<file path="config.mk">
export PLATFORM = sky130hd
export DESIGN_NAME = half_store_unit
export DESIGN_NICKNAME = d
export VERILOG_FILES = /design/src/rtl/half_store_unit.sv
export SDC_FILE = /design/constraint.sdc
export NUM_CORES = 1
export LEC_CHECK = 0
export CAP_MARGIN = 20
export CORE_MARGIN = 3
export CORE_UTILIZATION = 47
export DETAILED_ROUTE_END_ITERATION = 6
export GPL_TIMING_DRIVEN = 1
export PLACE_DENSITY = 0.85
export SETUP_SLACK_MARGIN = 0.5
export SKIP_CTS_REPAIR_TIMING = 1
export SYNTH_ARGS = -nofsm -noshare
export SYNTH_HDL_FRONTEND = slang
export SYNTH_SLANG_ARGS = --single-unit
</file>
<file path="constraint.sdc">
create_clock -name clk -period 3.65 [get_ports clk]
set_clock_uncertainty 0.2 [all_clocks]
set_input_delay 1.095 -clock clk [delete_from_list [all_inputs] [get_ports clk]]
set_output_delay 1.095 -clock clk [all_outputs]
set_load 0.005 [all_outputs]
</file>
<file path="src/rtl/half_store_unit.sv">
// rtl/half_store_unit.sv - sw/sh store unit with read-modify-write for half-word stores
//
// Purpose: accepts sw/sh store requests from the MEM stage and writes a 32-bit
// word RAM. Full-word stores write directly; half-word stores read the word,
// merge the 16-bit half into the lane chosen by address bit 1, then write back.
//
// Ports:
//   clk, rst            clock, synchronous active-high reset
//   req_valid/req_ready request handshake (ready only in IDLE)
//   req_half            1 = sh, 0 = sw
//   req_addr/req_data   byte address and store data (sh uses [15:0])
//   stall               ~req_ready, holds the pipeline
//   mem_addr            word address to RAM (0 while idle)
//   mem_re/mem_rdata    RAM read strobe, data valid the cycle after
//   mem_we/mem_wdata    RAM 32-bit write strobe and data
//   done                pulses with mem_we
//   err                 pulses the cycle after a misaligned request
module half_store_unit #(
   parameter int ADDR_W = 32
) (
   input  logic              clk,
   input  logic              rst,
   input  logic              req_valid,
   output logic              req_ready,
   input  logic              req_half,
   input  logic [ADDR_W-1:0] req_addr,
   input  logic [31:0]       req_data,
   output logic              stall,
   output logic [ADDR_W-1:0] mem_addr,
   output logic              mem_re,
   input  logic [31:0]       mem_rdata,
   output logic              mem_we,
   output logic [31:0]       mem_wdata,
   output logic              done,
   output logic              err
);

   typedef enum logic [2:0] {
      S_IDLE = 3'd0,
      S_RD   = 3'd1,
      S_WAIT = 3'd2,
      S_MRG  = 3'd3,
      S_WR   = 3'd4
   } state_t;

   state_t              state_q, state_d;
   logic [ADDR_W-1:1]   addr_q;
   logic [15:0]         half_q;
   logic [31:0]         wdata_q;
   logic                err_q;

   logic                accept;
   logic                aligned;

   // Requests are only looked at in IDLE; anything presented while busy is ignored.
   assign accept  = (state_q == S_IDLE) && req_valid;
   assign aligned = req_half ? ~req_addr[0] : (req_addr[1:0] == 2'b00);

   // State register
   always_ff @(posedge clk) begin
      if (rst) begin
         state_q <= S_IDLE;
      end else begin
         state_q <= state_d;
      end
   end

   // Next-state logic
   always_comb begin
      state_d = state_q;
      case (state_q)
         S_IDLE: begin
            if (req_valid && aligned) begin
               state_d = req_half ? S_RD : S_WR;
            end
         end
         S_RD:    state_d = S_WAIT;
         S_WAIT:  state_d = S_MRG;
         S_MRG:   state_d = S_WR;
         S_WR:    state_d = S_IDLE;
         default: state_d = S_IDLE;
      endcase
   end

   // Datapath registers. Byte 0 of the address is never needed after the
   // alignment check, so only bits [ADDR_W-1:1] are kept.
   always_ff @(posedge clk) begin
      if (rst) begin
         addr_q  <= '0;
         half_q  <= '0;
         wdata_q <= '0;
         err_q   <= 1'b0;
      end else begin
         err_q <= accept && !aligned;
         if (accept && aligned) begin
            addr_q <= req_addr[ADDR_W-1:1];
            half_q <= req_data[15:0];
            if (!req_half) begin
               wdata_q <= req_data;
            end
         end
         // Read data is valid in WAIT; merge the new half into the lane
         // selected by address bit 1 and keep the other half from RAM.
         if (state_q == S_WAIT) begin
            if (addr_q[1]) begin
               wdata_q <= {half_q, mem_rdata[15:0]};
            end else begin
               wdata_q <= {mem_rdata[31:16], half_q};
            end
         end
      end
   end

   // Output decode from the state register only
   always_comb begin
      req_ready = 1'b0;
      stall     = 1'b1;
      mem_re    = 1'b0;
      mem_we    = 1'b0;
      done      = 1'b0;
      mem_wdata = '0;
      mem_addr  = '0;
      err       = err_q;
      case (state_q)
         S_IDLE: begin
            req_ready = 1'b1;
            stall     = 1'b0;
         end
         S_RD: begin
            mem_re = 1'b1;
         end
         S_WR: begin
            mem_we    = 1'b1;
            done      = 1'b1;
            mem_wdata = wdata_q;
         end
         default: begin
         end
      endcase
      if (state_q != S_IDLE) begin
         mem_addr = {addr_q[ADDR_W-1:2], 2'b00};
      end
   end

endmodule

</file>
==> results.toml, run 1 <==
[synth]
yosys_cell_types = 33
yosys_register_bits = 83
synthCells = 477
post_synthesis_instance_area_sq_um = 4320
number_of_enable_flip_flop_cells_after_synthesis = 0
cell_taking_the_most_area_after_synthesis = "sky130_fd_sc_hd__dfxtp_1"
synth-seq-area-share = 0.384
synth-main-ff-cell = "sky130_fd_sc_hd__dfxtp_1"
ys_warn_count = 0
async_flop_share = 0
post_synth.cell_area_avg_sq_um = 9.07
synth.top_cells.by_area = "sky130_fd_sc_hd__dfxtp_1 38%, sky130_fd_sc_hd__o31ai_1 8.2%, sky130_fd_sc_hd__mux2i_1 7.6%"
yosys.area.top_type_share = 0.384

[drt]
vias_cell = 6.14
route.vias.total = 4456
routed-wl-met2_um = 6790
initialDrtViolationCount = 282
routed_wl_um = 14100
route.top_layer_used = "met4"
drt_pass1_iterations = 5
remaining_drc_errors = 0
met1_length_um = 5790
route.antenna.remaining_nets = 0
wl_met3_um = 1280
wl_per_cell_um = 19.4

[worst_setup_path]
worst-endpoint-arrival_ns = 1.90
cp-end-kind = "primary output"
critical_path.reg2reg.startpoint = "state_q[2]"
critical_path_required_ns = 2.35
path_class = "flip-flop to primary output"
worstSetupStartpoint = "state_q[0]"
critPathLaunchType = "flip-flop"
timing.critical_path.fanout_max = 17

[sta]
grt_setup_unrepaired = "true"
final.min_clock_period_ns = 3.20
finalSetupViolations = 0
setup_tns_ns = 0
fmax_ghz = 0.313
finalMaxSlewViolations = 0
timing_hold_violations_final = 0
fin_crit_sh = 0.876
max_slew_margin = 0.257
slew_at_the_pin_with_the_worst_max_slew_slack_ns = 1.11

[pwr]
leakagePower_nw = 2.58
peakVddDrop_uv = 189
clockPowerShare = 0.307
switching_power_mw = 0.577
share_seq_of_total_power = 0.476
post-layout-total-power_mw = 2.07
combinational_power_share = 0.217
internal-power_mw = 1.49
power_density_nw_per_um2 = 331
power_switching_share = 0.279

[clocking]
cts_inserted_buffers = 9
cts_sinks = 83
worst_skew_pair_latency_ns = 0.34
clockBufferDepth = 2
clock_tree.root_cell = "sky130_fd_sc_hd__clkbuf_8"
clk_transition_reported_paths_ns = 0.08
clock_tree_from_tritoncts = "built"
clock_tree.htree_level_count = 3

[min_path]
start_point_of_the_worst_min_delay_path = "addr_q[5]"
timing.hold.worst.class = "flip-flop to flip-flop"

[final_layout]
post_route_cells_drive_above_1_share = 0.0841
layout.nets = 714
final_cell_area_sq_um = 6260
fin_cells = 726
antennaDiodeCount = 0
filler_cells_inserted = 685
area_of_the_multi_input_gates_sq_um = 2270
share_of_the_core_filled_with_cells = 0.707
synthToLayoutAreaGrowth_pct = 44.8
regArea_sq_um = 1670

[global_routing]
grt_first_pass_wirelength_um = 21200
grt_max_degree = 49
grt-ovfl-total = 0
grt.total_usage = 0.253
first_global_vias = 4162
initial_antenna_violation_count = 0

[placement]
placed_cell_count = 702
io_buffer_count = 167
dp.final_hpwl_um = 9140
globalplace.congestion = 0.870
post_dp_cell_area_sq_um = 5880

[floorplan]
core_sq_um = 8850
dieHeight_um = 102
floorplan.initialDensity = 0.489
site_row_count = 34
die-area_sq_um = 10400
floorplan.io_pins = 170
die_x_um = 102

[flow_run]
timing.max_cap.violations = 0

[status]
outcome = "completed"
## cell type report
cell class / instances / area share
tap: 108 / 0.0216
sequential: 83 / 0.266
timing repair buffer: 191 / 0.318
clock inverter: 5 / 0.00879
clock buffer: 10 / 0.0204
multi-input combinational: 327 / 0.362
inverter: 2 / 0.00200
## sequential cells by signal, summed over array words and instances, names as in the netlist
| name | flops |
|---|---|
| addr_q | 31 |
| err | 1 |
| half_q | 16 |
| state_q | 3 |
| wdata_q | 32 |
## cells in the mapped netlist (all sizes together) (26+ instances only)
master,number
nand4,47
and2,31
buf,40
a221o,31
mux2i,33
a21oi,48
and3,33
nor2,34
dfxtp,83
o31ai,47
clkbuf,26
## placed cells by master, fill, tap and decap left out, types with 2 or more instances in the layout
| master | count |
|---|---|
| sky130_fd_sc_hd__nor2_1 | 33 |
| sky130_fd_sc_hd__mux2i_1 | 33 |
| sky130_fd_sc_hd__dlymetal6s2s_1 | 17 |
| sky130_fd_sc_hd__conb_1 | 2 |
| sky130_fd_sc_hd__clkdlybuf4s50_1 | 149 |
| sky130_fd_sc_hd__nand2b_2 | 2 |
| sky130_fd_sc_hd__clkbuf_8 | 9 |
| sky130_fd_sc_hd__nand4_1 | 47 |
| sky130_fd_sc_hd__o31ai_1 | 47 |
| sky130_fd_sc_hd__dfxtp_2 | 2 |
| sky130_fd_sc_hd__a221o_1 | 31 |
| sky130_fd_sc_hd__dfxtp_1 | 80 |
| sky130_fd_sc_hd__clkinvlp_4 | 2 |
| sky130_fd_sc_hd__buf_12 | 4 |
| sky130_fd_sc_hd__and2_1 | 31 |
| sky130_fd_sc_hd__nand2_1 | 2 |
| sky130_fd_sc_hd__clkbuf_16 | 3 |
| sky130_fd_sc_hd__nor4b_4 | 2 |
| sky130_fd_sc_hd__a21oi_1 | 48 |
| sky130_fd_sc_hd__clkinv_2 | 2 |
| sky130_fd_sc_hd__and3_1 | 33 |
| sky130_fd_sc_hd__buf_4 | 15 |
| sky130_fd_sc_hd__nor2b_4 | 2 |
| sky130_fd_sc_hd__nor3b_1 | 2 |
## per-layer routing
metal  up-vias  global-route usage
li1       2071                   -
met1      2132               0.324
met2       236               0.425
met3        17              0.0594
met4         0              0.0747
met5         -                   0
## metrics by stage
step                worst slack (ns)  hold slack [ns]
detailed placement             0.465            0.258
finish                         0.454            0.271
floorplan                       1.00            0.244
global route                   0.409            0.291
global placement               0.531            0.252
CTS                            0.154            0.271
## cells by family after synthesis
family                 after synthesis  synth area share
AND/OR/NAND/NOR                    161             0.221
AO/OA/AOI/OAI                      130             0.215
flip-flops                          83             0.384
buffers and inverters               68            0.0998
multiplexers                        33            0.0764
XOR/XNOR                             1           0.00203
other                                1          0.000867
## worst paths after layout
path | cells after the start | endpoint | slack, ns
worst max-delay path | 4 | mem_addr[11] | 0.45
worst min-delay path | 2 | addr_q[5] | 0.27
worst max register to register | 4 | wdata_q[19] | 1.23
worst min register to register | 2 | addr_q[5] | 0.27
## power groups by stage
| stage | logic [mW] | registers, mW | clock network, mW |
|---|---|---|---|
| finish | 0.449 | 0.985 | 0.636 |
| global route | 0.481 | 0.990 | 0.676 |
| CTS | 0.393 | 0.985 | 0.644 |
| detailed placement | 0.390 | 1.01 | 0 |
| global placement | 0.381 | 1.00 | 0 |
| floorplan | 0.245 | 0.987 | 0 |
## critical path, stage by stage, from the launching register on
cell,delay (ns)
sky130_fd_sc_hd__dfxtp_4,0.36
sky130_fd_sc_hd__or3_4,0.42
sky130_fd_sc_hd__buf_12,0.17
sky130_fd_sc_hd__and2_1,0.16
sky130_fd_sc_hd__clkdlybuf4s50_1,0.44
Note: power is estimated with default switching activity, not from simulation.
==> run 2, diff against run 1 <==
--- a/config.mk
+++ b/config.mk
@@ -13,6 +13,7 @@
 export PLACE_DENSITY = 0.85
 export SETUP_SLACK_MARGIN = 0.5
 export SKIP_CTS_REPAIR_TIMING = 1
+export SKIP_LAST_GASP = 1
 export SYNTH_ARGS = -nofsm -noshare
 export SYNTH_HDL_FRONTEND = slang
 export SYNTH_SLANG_ARGS = --single-unit
==> results of run 2 <==
Final layout, timing and power as in run 1 (identical DEF).
